[src/rtl/wb_retire_ctrl.sv]
// wb_retire_ctrl: write-back register, register-file write port, pending-write scoreboard and retired-instruction counter.
module wb_retire_ctrl #(
  parameter int SB_W  = 2,
  parameter int CNT_W = 64
) (
  input  logic             clk_i,
  input  logic             rst_i,
  input  logic             M_valid_i,
  input  logic [6:0]       M_opcode_i,
  input  logic [4:0]       M_rd_i,
  input  logic [31:0]      M_valE_i,
  input  logic [31:0]      m_valM_i,
  input  logic [31:0]      M_default_pc_i,
  input  logic             stall_i,
  input  logic             iss_valid_i,
  input  logic [6:0]       iss_opcode_i,
  input  logic [4:0]       iss_rd_i,
  input  logic             kill_valid_i,
  input  logic [4:0]       kill_rd_i,
  input  logic [4:0]       rs1_i,
  input  logic [4:0]       rs2_i,
  output logic [6:0]       W_opcode_o,
  output logic [4:0]       W_rd_o,
  output logic [31:0]      W_valE_o,
  output logic [31:0]      W_valM_o,
  output logic [31:0]      W_default_pc_o,
  output logic             w_en_o,
  output logic [4:0]       w_rd_o,
  output logic [31:0]      w_data_o,
  output logic             pend_rs1_o,
  output logic             pend_rs2_o,
  output logic             sb_err_o,
  output logic [CNT_W-1:0] instret_o
);
  localparam logic [6:0] OP_LOAD  = 7'b0000011;
  localparam logic [6:0] OP_JAL   = 7'b1101111;
  localparam logic [6:0] OP_JALR  = 7'b1100111;
  localparam logic [6:0] OP_R     = 7'b0110011;
  localparam logic [6:0] OP_IMM   = 7'b0010011;
  localparam logic [6:0] OP_LUI   = 7'b0110111;
  localparam logic [6:0] OP_AUIPC = 7'b0010111;
  localparam logic [SB_W+1:0] MAX = (SB_W+2)'((1 << SB_W) - 1);

  function automatic logic is_wr(input logic [6:0] op, input logic [4:0] rd);
    return (rd != 5'd0) && (op == OP_LOAD || op == OP_JAL || op == OP_JALR || op == OP_R ||
                            op == OP_IMM || op == OP_LUI || op == OP_AUIPC);
  endfunction

  logic            w_valid, retire, err;
  logic [SB_W-1:0] cnt [0:31];
  logic [SB_W-1:0] cnt_nxt [0:31];
  logic [SB_W+1:0] v, s, dec;

  assign retire     = w_valid & ~stall_i;
  assign w_en_o     = retire & is_wr(W_opcode_o, W_rd_o);
  assign w_rd_o     = W_rd_o;
  assign w_data_o   = W_opcode_o == OP_LOAD ? W_valM_o :
                      (W_opcode_o == OP_JAL || W_opcode_o == OP_JALR) ? W_default_pc_o : W_valE_o;
  assign pend_rs1_o = (rs1_i != 5'd0) && (cnt[rs1_i] != '0);
  assign pend_rs2_o = (rs2_i != 5'd0) && (cnt[rs2_i] != '0);

  // Entry 0 never sees an event (writers need rd!=0, kills of x0 are ignored), so it stays zero.
  always_comb begin
    err = 1'b0;
    v   = '0;
    s   = '0;
    dec = '0;
    for (int r = 0; r < 32; r++) begin
      v   = {2'b00, cnt[r]} + (SB_W+2)'(iss_valid_i && is_wr(iss_opcode_i, iss_rd_i) && iss_rd_i == 5'(r));
      dec = (SB_W+2)'(w_en_o && w_rd_o == 5'(r)) + (SB_W+2)'(kill_valid_i && kill_rd_i != 5'd0 && kill_rd_i == 5'(r));
      s   = v - dec;
      cnt_nxt[r] = v < dec ? '0 : s > MAX ? SB_W'(MAX) : SB_W'(s);
      err = err | (v < dec) | (v >= dec && s > MAX);
    end
  end

  always_ff @(posedge clk_i) begin
    if (rst_i) begin
      w_valid        <= 1'b0;
      W_opcode_o     <= '0;
      W_rd_o         <= '0;
      W_valE_o       <= '0;
      W_valM_o       <= '0;
      W_default_pc_o <= '0;
      instret_o      <= '0;
      sb_err_o       <= 1'b0;
      cnt            <= '{default: '0};
    end else begin
      if (!stall_i) begin
        w_valid        <= M_valid_i;
        W_opcode_o     <= M_valid_i ? M_opcode_i : 7'd0;
        W_rd_o         <= M_rd_i;
        W_valE_o       <= M_valE_i;
        W_valM_o       <= m_valM_i;
        W_default_pc_o <= M_default_pc_i;
      end
      if (retire) instret_o <= instret_o + CNT_W'(1);
      cnt      <= cnt_nxt;
      sb_err_o <= sb_err_o | err;
    end
  end
endmodule

[config.mk]
export PLATFORM = sky130hd
export DESIGN_NAME = wb_retire_ctrl
export DESIGN_NICKNAME = d
export VERILOG_FILES = /design/src/rtl/wb_retire_ctrl.sv
export SDC_FILE = /design/constraint.sdc
export NUM_CORES = 1
export LEC_CHECK = 0
export BUFFER_PORTS_ARGS = -buffer_cell sky130_fd_sc_hd__buf_2
export CAP_MARGIN = 15
export CORE_MARGIN = 4
export CORE_UTILIZATION = 50
export DETAILED_ROUTE_END_ITERATION = 7
export HOLD_SLACK_MARGIN = 0.12
export PLACE_DENSITY = 0.89
export SYNTH_ARGS = -nofsm -noshare
export SYNTH_HDL_FRONTEND = slang
export SYNTH_SLANG_ARGS = --single-unit
[constraint.sdc]
create_clock -name clk_i -period 3.1 [get_ports clk_i]
set_input_delay 0.31 -clock clk_i [delete_from_list [all_inputs] [get_ports clk_i]]
set_output_delay 0.31 -clock clk_i [all_outputs]
set_load 0.03 [all_outputs]
=== Word level (Yosys, flattened, before mapping) ===
Index checks and enable logic that the tools add are counted.

* Flip-flop bits (word level): 238
* Word-level logic and storage cells: 641
* Bits in writable memories: 0
* Output and inout bits: 213
* Latch bits: 0
* Input port bits: 141
* Memories: 0
* Bits in read-only memories: 0

* $add $sub $neg: 97
* Mux-type cells: 41
* Bitwise gates (word level): 69
* Reduce and logical (&&, ||, !) cells: 189
* Eq/ne operators: 107
* Magnitude comparators: 98
* Divide/modulo/power cells: 0
* Shifts and indexed selects: 0
* $mul: 0

{| class="wikitable"
|+ Operator list
! kind !! count
|-
| == test 5 bit (second input constant) || 48
|-
| logical AND 1 bit || 134
|-
| greater-than comparator 4 x 2 -> 1 bit (second input constant) || 32
|-
| subtractor 3 x 2 -> 4 bit || 32
|-
| == test 5 x 4 -> 1 bit (second input constant) || 24
|-
| adder 2 x 1 -> 3 bit || 32
|-
| greater-or-equal comparator 3 x 2 -> 1 bit || 32
|-
| less-than comparator 3 x 2 -> 1 bit || 32
|-
| two-way mux 2 bit || 36
|-
| adder 1 x 1 -> 2 bit || 32
|-
| adder 64 x 1 -> 64 bit (second input constant) || 1
|-
| two-way mux 32 bit || 2
|-
| OR 1 bit || 64
|-
| OR reduction 2 bit || 32
|-
| == test 5 x 3 -> 1 bit (second input constant) || 12
|-
| == test 5 x 2 -> 1 bit (second input constant) || 6
|-
| == test 7 x 5 -> 1 bit (second input constant) || 4
|-
| == test 7 x 6 -> 1 bit (second input constant) || 4
|-
| == test 7 bit (second input constant) || 4
|-
| nonzero test 5 bit || 5
|-
| binary-select mux 2 bit (select 5 bit) || 2
|-
| == test 5 x 1 -> 1 bit (second input constant) || 3
|-
| logical NOT 5 bit || 3
|-
| == test 7 x 2 -> 1 bit (second input constant) || 2
|-
| other kinds (7) || 23
|}

=== Depth between registers and ports, before layout ===
Gate-level depths: netlist of run 1.

* Word-level depth: 78
* Depth in mapped cells: 14
* Depth with buffers taken out: 14

=== Least setup slack after synthesis of run 1 ===
OpenSTA, ideal clock, no wires.

* Path kind: register to register
* Start point: register W_rd_o[0]
* End point: register sb_err_o
* Buffers on the path: 1
* Required time: 2967 ps
* Data arrival time: 3406 ps
* Setup time: 133 ps
* Setup slack: -439 ps
* Stages on the path, launching flop included: 15
* Clock period less this slack: 3539 ps
* Cell sequence: dfxtp_1 > or2_2 > clkbuf_1 > o41ai_1 > nor3b_1 > nand3_1 > nor2_1 > ha_1 > ha_1 > fa_1 > ha_1 > nor4_1 > nand4_1 > nor4_1 > a31oi_1

* Word-level cells in the longest chain between the ends: 72
* Elaborated cells on any way between the ends: 323
* Classes of those cells: add/sub (64); order compare (96); eq/ne (31); bitwise (65); reduce/logical (67)

{| class="wikitable"
|+ RTL lines
! element !! RTL line !! source
|-
| start: declaration || 23 || <nowiki>output logic [4:0] W_rd_o,</nowiki>
|-
| start signal: assignment || 92 || <nowiki>W_rd_o <= M_rd_i;</nowiki>
|-
| nonzero test 5 bit || 45 || <nowiki>return (rd != 5'd0) && (op == OP_LOAD || op == OP_JAL || op == OP_JALR || op == OP_R ||</nowiki>
|-
| logical AND 1 bit || 45 ||
|-
| bitwise AND 1 bit || 55 || <nowiki>assign w_en_o = retire & is_wr(W_opcode_o, W_rd_o);</nowiki>
|-
| logical AND 1 bit || 70 || <nowiki>dec = (SB_W+2)'(w_en_o && w_rd_o == 5'(r)) + (SB_W+2)'(kill_valid_i && kill_rd_i != 5'd0 && kill_rd_i == 5'(r) ...</nowiki>
|-
| adder 1 x 1 -> 2 bit || 70 ||
|-
| subtractor 3 x 2 -> 4 bit || 71 || <nowiki>s = v - dec;</nowiki>
|-
| greater-than comparator 4 x 2 -> 1 bit || 73 || <nowiki>err = err | (v < dec) | (v >= dec && s > MAX);</nowiki>
|-
| logical AND 1 bit || 73 ||
|-
| OR 1 bit (62 in series) || 73 ||
|-
| OR 1 bit * || 73 ||
|-
| OR 1 bit * || 99 || <nowiki>sb_err_o <= sb_err_o | err;</nowiki>
|-
| end signal: assignment || 99 ||
|-
| end: declaration || 32 || <nowiki>output logic sb_err_o,</nowiki>
|}

Every way passes the cells marked *; elsewhere a longest branch is shown, timed or not.
A chain may end at the register's enable or synchronous reset.

=== Worst setup path after layout of run 1 ===
* Start point: register W_opcode_o[3]
* End point: register sb_err_o

* Word-level cells in the longest chain between the ends: 78
* Elaborated cells on any way between the ends: 303
* Classes of those cells: add/sub (64); order compare (96); eq/ne (7); bitwise (65); reduce/logical (71)

{| class="wikitable"
|+ RTL lines
! element !! RTL line !! source
|-
| start: declaration || 22 || <nowiki>output logic [6:0] W_opcode_o,</nowiki>
|-
| start signal: assignment || 91 || <nowiki>W_opcode_o <= M_valid_i ? M_opcode_i : 7'd0;</nowiki>
|-
| == test 7 x 2 -> 1 bit or == test 7 bit (tied branches) || 45 ||
|-
| logical OR 1 bit (4 in series) || 45 ||
|-
| logical OR 1 bit || 46 || <nowiki>op == OP_IMM || op == OP_LUI || op == OP_AUIPC);</nowiki>
|-
| logical OR 1 bit * || 46 ||
|-
| logical AND 1 bit * || 45 ||
|-
| bitwise AND 1 bit * || 55 ||
|-
| logical AND 1 bit || 70 ||
|-
| adder 1 x 1 -> 2 bit || 70 ||
|-
| subtractor 3 x 2 -> 4 bit || 71 ||
|-
| greater-than comparator 4 x 2 -> 1 bit || 73 ||
|-
| logical AND 1 bit || 73 ||
|-
| OR 1 bit (62 in series) || 73 ||
|-
| OR 1 bit * || 73 ||
|-
| OR 1 bit * || 99 ||
|}

Marked as above.

==> flow_summary.yaml, run 1 <==
outcome:
  status: "finished with violations"
  violations: "design-rule violations, negative setup slack"
sta:
  finalSetupTns_ns: -6.41
  setup_viol: 49
  relSlewSlack_pct: 31.6
  finalClockSkew_ns: 0.0282
  fmax_mhz: 252
  timing.final.max_slew_violations: 0
  hold_viol: 0
  setup_ws_ns: -0.866
  fin_crit_ns: 3.97
  period_share_pct: 128
  worstMarginPinSlew_ns: 1.03
  rsz0062_at_grt: "true"
logic_synthesis:
  synth_ff_type: "dfxtp_1"
  yosys_warnings: 0
  synth_edf_count: 0
  synthesis.area_mm2: 0.0153
  async_flop_share_pct: 0
  ys_ff_latch: 238
  synthCells: 1685
  ys_seq_area_share_pct: 31.1
  ys_types: 56
  synth.avg_cell_area_um2: 9.08
setup_path:
  required_ns: 3.55
  crit_path_max_incr_delay_ns: 0.49
  rr_startpoint: "W_opcode_o[3]$_SDFFE_PP0N_"
  start_kind: "flip-flop"
  r2r_setup_slack_ns: -0.87
  crit_arrival_ns: 4.41
  regToRegEndpoint: "sb_err_o$_SDFF_PP0_"
  slowest_stage: "nor2_1"
  r2r_cells: 14
  cp_top_family: "simple AND/OR/NAND/NOR gates"
  cp-end-kind: "flip-flop"
  cp_common_cell: "ha_1"
  cp_num_buf_inv: 1
  path_cells: "nor4bb_4, a2bb2oi_4, nor3b_2, buf_4, nand2_4, nor2_2, ha_1, ha_2, fa_1, ha_1, nor2_1, nand4_1, nor4_2, a31oi_1"
  path_class: "flip-flop to flip-flop"
  cp_max_fo: 4
power:
  p_sw_w: 0.00335
  intPower_w: 0.00648
  finalPower_w: 0.00983
  swShare_pct: 34.1
  p_leak_nw: 9.80
  combPwrFrac_pct: 29.9
  peakVddDrop_v: 0.000599
  power_frac_clock_pct: 34.4
  power_density_mw_per_mm2: 444
  seq_power_share_pct: 35.8
placed_design:
  place_ws_ns: -0.749
  gp_congestion: 0.990
  portBuffers: 353
  dpl.hpwl_mm: 38.4
global_route:
  grt_pass1_vias: 17600
  overflow: 0
  grt_max_degree: 107
  grt_first_pass_wirelength_mm: 94.1
  antenna_found_initial: 2
  grtUsageTotal_pct: 34.7
cts:
  path_clk_slew_ns: 0.07
  clock-sinks: 238
  htreeDepth: 1
  cts_root_buf: "clkbuf_16"
  cts_buffers: 27
  worstSkewPairLatency_ns: 0.58
  tritoncts: "built"
  cts.path.max_buffers: 3
die:
  start_util_pct: 51.2
  die_y_um: 183
  dieWidth_um: 183
  row_count: 63
  die_area_mm2: 0.0335
  core_area_mm2: 0.0299
  ioPinCount: 354
routing:
  vias_per_cell: 6.42
  drt-pass1-iter-count: 8
  drcViolationCount: 3
  num_vias: 17200
  ant_nets: 0
  avgRoutedWirePerCell_um: 25.8
  drt-total-wl_mm: 69.1
  drt_iter0_markers: 2198
cells_and_area:
  final_common_cell: "buf_2"
  drive_gt1_share_pct: 35.9
  syn_to_final_growth_pct: 44.7
  num-nets-final: 2639
  most-common-layout-cells: "351 x buf_2, 273 x nor2_1, 231 x dfxtp_1"
min_path:
  hold_path.startpoint: "rst_i"
  hp-class: "input port to flip-flop"
  whs_path_depth: 2
  min_to: "instret_o[28]$_SDFFE_PP0P_"
flow_run:
  cap_violations: 0
registers in the layout (all words and copies together) (netlist names), 5 cells and up:
register        cells
W_rd_o              5
W_opcode_o          7
W_valM_o           32
instret_o          64
W_default_pc_o     32
W_valE_o           32
cnt                64
per-layer routing:
| metal | routed length, um | share of wire, % | GRT usage, % | vias up |
|---|---|---|---|---|
| met5 | 0 | 0 | 0 | - |
| met1 | 21500 | 31 | 37.8 | 7903 |
| met3 | 8410 | 12 | 8.45 | 656 |
| li1 | - | - | - | 7017 |
| met4 | 7770 | 11 | 25.5 | 0 |
| met2 | 31500 | 46 | 58.8 | 1637 |
stage by stage:
stage / hold slack, ns / utilization, % / std cells / area (um^2)
3_5_place_dp: 0.500 / 62.0 / 2506 / 18500
3_3_place_gp: 0.479 / 62.0 / 2506 / 18500
4_1_cts: 0.262 / 70.8 / 2670 / 21100
2_1_floorplan: 0.453 / - / 1687 / 15400
6_report: 0.266 / 74.1 / 2681 / 22100
5_1_grt: 0.312 / 74.1 / 2681 / 22100
worst max path at each step:
stage / from / end / slack (ns) / cells past startpoint
3_3_place_gp: W_opcode_o[1]$_SDFFE_PP0N_ / sb_err_o$_SDFF_PP0_ / -0.63 / 14
5_1_grt: W_rd_o[4]$_SDFFE_PP0N_ / sb_err_o$_SDFF_PP0_ / -0.91 / 12
4_1_cts: W_opcode_o[3]$_SDFFE_PP0N_ / sb_err_o$_SDFF_PP0_ / -0.35 / 14
3_5_place_dp: W_opcode_o[1]$_SDFFE_PP0N_ / sb_err_o$_SDFF_PP0_ / -0.75 / 14
6_report: W_opcode_o[3]$_SDFFE_PP0N_ / sb_err_o$_SDFF_PP0_ / -0.87 / 14
2_1_floorplan: W_rd_o[1]$_SDFFE_PP0N_ / sb_err_o$_SDFF_PP0_ / -0.21 / 14
power by group through the flow:
stage | clock network [W] | logic (W) | registers (W)
floorplan | 0 | 0.00122 | 0.00367
global placement | 0 | 0.00208 | 0.00353
detailed placement | 0 | 0.00219 | 0.00355
CTS | 0.00330 | 0.00245 | 0.00348
global route | 0.00348 | 0.00306 | 0.00353
finish | 0.00338 | 0.00294 | 0.00352
cells by family (layout without fill, tap and decap cells):
logic type      count (synthesis)  in the layout  share of synthesized area [%]
compound gates                205            205                           8.87
mux                           165            165                           12.3
xor+xnor                       25             25                           1.43
other cells                     1              5                         0.0245
buf+inv                       249            851                           6.46
flops                         238            238                           31.1
simple gates                  577            577                           18.3
fa+ha+maj                     225            225                           21.5
cells in the mapped netlist (all sizes together), types with 2 or more instances:
| master | n | area share, % |
|---|---|---|
| a211oi | 64 | 3.1 |
| a21oi | 67 | 2.2 |
| a22oi | 7 | 0.34 |
| and2 | 36 | 1.5 |
| and3 | 7 | 0.29 |
| and4 | 12 | 0.73 |
| and4b | 2 | 0.13 |
| buf | 30 | 1.0 |
| clkbuf | 49 | 1.2 |
| dfxtp | 238 | 31 |
| fa | 64 | 8.4 |
| ha | 161 | 13 |
| inv | 169 | 4.1 |
| mux2 | 9 | 0.66 |
| mux2i | 139 | 9.1 |
| mux4 | 17 | 2.5 |
| nand2 | 42 | 1.0 |
| nand2b | 10 | 0.41 |
| nand3 | 32 | 1.1 |
| nand3b | 2 | 0.098 |
| nand4 | 33 | 1.4 |
| nand4b | 5 | 0.29 |
| nor2 | 300 | 7.4 |
| nor2b | 14 | 0.57 |
| nor3 | 32 | 1.0 |
| nor3b | 4 | 0.20 |
| nor4 | 16 | 0.70 |
| o21ai | 10 | 0.33 |
| o21bai | 2 | 0.098 |
| o31ai | 45 | 2.2 |
| o41ai | 6 | 0.34 |
| or2 | 3 | 0.12 |
| or3 | 9 | 0.37 |
| or4 | 13 | 0.64 |
| or4b | 2 | 0.13 |
| xnor2 | 10 | 0.57 |
| xor2 | 15 | 0.86 |
cell type report:
cell class | count | area, um^2
timing repair buffer | 637 | 4320
fill | 1680 | 7740
antenna | 2 | 5.00
clock buffer | 38 | 787
sequential | 238 | 4780
tap | 390 | 488
multi-input combinational | 1200 | 11000
clock inverter | 7 | 103
inverter | 169 | 634
repair_timing:
action,CTS,global route
hold endpoints to repair,108,0
pin swaps,44,78
resized for setup,133,153
gates cloned,0,0
hold buffers,108,0
setup endpoints to repair,63,66
buffers inserted,11,9
(Power assumes the default switching activity.)
==> run 2: changes to the inputs <==
==> constraint.sdc (replaced) <==
create_clock -name clk_i -period 3.1 [get_ports clk_i]
set_input_delay 0 -clock clk_i [delete_from_list [all_inputs] [get_ports clk_i]]
set_output_delay 0 -clock clk_i [all_outputs]
set_load 0.03 [all_outputs]
==> run 2 against run 1 <==
The flow finishes with violations (negative setup slack); die area unchanged; fmax increased by 2.5%; final cell count increased by 1.4%; global-route usage increased by 0.79 points; critical path type unchanged; critical endpoint unchanged.
==> flow_summary.yaml, run 2 (synthesis gave the netlist of run 1 again) <==
die:
  dieWidth_um: 183
  start_util_pct: 51.2
  die_y_um: 183
  ioPinCount: 354
  row_count: 63
  die_area_mm2: 0.0335
  core_area_mm2: 0.0299
sta:
  worstMarginPinSlew_ns: 1.10
  finalSetupTns_ns: -7.17
  timing.final.max_slew_violations: 0
  finalClockSkew_ns: 0.0295
  rsz0062_at_grt: "true"
  relSlewSlack_pct: 27.0
  fmax_mhz: 258
  period_share_pct: 125
  fin_crit_ns: 3.87
  setup_viol: 57
  hold_viol: 0
  setup_ws_ns: -0.769
cells_and_area:
  syn_to_final_growth_pct: 46.6
  fill_cells: 1665
  most-common-layout-cells: "351 x buf_2, 268 x nor2_1, 232 x dfxtp_1"
  post-route-util_pct: 75.1
  final_common_cell: "buf_2"
  multi_input_comb_area_mm2: 0.0109
  reg_top3: "cnt x64, instret_o x64"
  num-nets-final: 2669
  drive_gt1_share_pct: 33.9
  design_area_mm2: 0.0224
  area.sequential_mm2: 0.00478
cts:
  cts_root_buf: "clkbuf_16"
  path_clk_slew_ns: 0.07
  htreeDepth: 1
  clock-sinks: 238
  worstSkewPairLatency_ns: 0.57
  cts_buffers: 28
  cts.path.max_buffers: 3
  tritoncts: "built"
setup_path:
  cp_num_buf_inv: 3
  cp_top_family: "simple AND/OR/NAND/NOR gates"
  crit_arrival_ns: 4.28
  crit_path_max_incr_delay_ns: 0.37
  cp_max_fo: 4
  rr_startpoint: "W_opcode_o[6]$_SDFFE_PP0N_"
  cp-end-kind: "flip-flop"
  slowest_stage: "dfxtp_4"
  start_kind: "flip-flop"
  regToRegEndpoint: "sb_err_o$_SDFF_PP0_"
  r2r_cells: 16
  path_class: "flip-flop to flip-flop"
  required_ns: 3.51
  path_cells: "buf_6, nand4b_1, a2bb2oi_4, nor3b_2, buf_4, buf_6, nand2_4, nor2_4, ha_1, ha_2, fa_2, ha_1, nor4_2, nand2_1, nor4_2, a31oi_1"
  r2r_setup_slack_ns: -0.77
power:
  power_frac_clock_pct: 36.6
  p_sw_w: 0.00327
  p_leak_nw: 10.0
  peakVddDrop_v: 0.000395
  power_density_mw_per_mm2: 444
  swShare_pct: 32.9
  intPower_w: 0.00669
  seq_power_share_pct: 35.3
  combPwrFrac_pct: 28.1
min_path:
  whs_path_depth: 4
  min_to: "W_default_pc_o[25]$_SDFFE_PP0N_"
  hold_path.startpoint: "M_default_pc_i[25]"
  hp-class: "input port to flip-flop"
global_route:
  grt_pass1_vias: 17700
  grt_max_degree: 93
  grt_first_pass_wirelength_mm: 96.0
  overflow: 0
  grtUsageTotal_pct: 35.5
  antenna_found_initial: 4
placed_design:
  place_area_mm2: 0.0185
  gp_congestion: 0.955
  place_ws_ns: -0.701
  portBuffers: 353
  dpl.hpwl_mm: 38.2
routing:
  avgRoutedWirePerCell_um: 24.6
  drcViolationCount: 0
  drt-pass1-iter-count: 7
  ant_nets: 0
  wl_met2_mm: 31.1
  wl_met3_mm: 7.52
  wl_met1_mm: 21.0
  num_vias: 17200
  highest_layer: "met4"
  drt-total-wl_mm: 66.9
  vias_per_cell: 6.34
  drt_iter0_markers: 2105
flow_run:
  cap_violations: 0
outcome:
  violations: "negative setup slack"
  status: "finished with violations"
[run 2: cell types whose count changed in the layout (fill, tap and decap cells not counted), moves of 5 or more]
| cell | before | now |
|---|---|---|
| buf_6 | 23 | 17 |
| a211oi_1 | 15 | 39 |
| buf_4 | 150 | 137 |
| nor2_1 | 273 | 268 |
| ha_4 | 50 | 44 |
| dlygate4sd3_1 | 108 | 154 |
| a211oi_2 | 49 | 24 |
[run 2: worst reg2reg max path: stages, from the launching register on]
cell and delay, ns:
dfxtp_4 0.37, buf_6 0.10, nand4b_1 0.20, a2bb2oi_4 0.22
nor3b_2 0.21, buf_4 0.20, buf_6 0.13, nand2_4 0.09
nor2_4 0.14, ha_1 0.25, ha_2 0.21, fa_2 0.33
ha_1 0.23, nor4_2 0.34, nand2_1 0.15, nor4_2 0.36
a31oi_1 0.18
[run 2: repair_timing]
action	in CTS	in global routing
setup endpoints to repair	63	63
hold buffers	154	0
buffers inserted	7	11
hold endpoints to repair	152	0
pin swaps	53	72
gates resized for setup	145	117
gates cloned	0	0
[run 2: power by group through the flow]
stage / clock (W) / combinational, W / sequential [W]
after floorplan: 0 / 0.00122 / 0.00367
after global placement: 0 / 0.00206 / 0.00353
after detailed placement: 0 / 0.00216 / 0.00355
after CTS: 0.00361 / 0.00244 / 0.00348
after global routing: 0.00376 / 0.00295 / 0.00353
final: 0.00364 / 0.00280 / 0.00352
[run 2: how the worst max path moves through the flow]
| stage | startpoint | cells after the start | end |
|---|---|---|---|
| after floorplan | W_rd_o[1]$_SDFFE_PP0N_ | 14 | sb_err_o$_SDFF_PP0_ |
| after global placement | W_opcode_o[1]$_SDFFE_PP0N_ | 14 | sb_err_o$_SDFF_PP0_ |
| after detailed placement | W_opcode_o[6]$_SDFFE_PP0N_ | 14 | sb_err_o$_SDFF_PP0_ |
| after CTS | W_opcode_o[6]$_SDFFE_PP0N_ | 15 | sb_err_o$_SDFF_PP0_ |
| after global routing | W_opcode_o[6]$_SDFFE_PP0N_ | 16 | sb_err_o$_SDFF_PP0_ |
| final | W_opcode_o[6]$_SDFFE_PP0N_ | 16 | sb_err_o$_SDFF_PP0_ |
[run 2: area by class of cell]
type	count	share of cell area [%]
multi-input combinational	1200	48.4
sequential	238	21.3
timing repair buffer	666	20.8
clock buffer	35	3.42
inverter	169	2.83
tap	390	2.18
clock inverter	17	1.05
antenna	4	0.0446
[run 2: metrics by stage]
stage                     total power (W)  hold slack (ns)  instances
after floorplan                   0.00488            0.143       1687
after global placement            0.00558            0.227       2493
after detailed placement          0.00570            0.237       2493
after CTS                         0.00952            0.210       2706
after global routing               0.0102            0.250       2719
final                             0.00996            0.223       2719
[run 2: layer usage]
| metal | vias to the layer above | GRT usage [%] |
|---|---|---|
| li1 | 7085 | - |
| met1 | 8002 | 38.9 |
| met2 | 1567 | 59.4 |
| met3 | 580 | 8.98 |
| met4 | 0 | 26.5 |
| met5 | - | 0 |
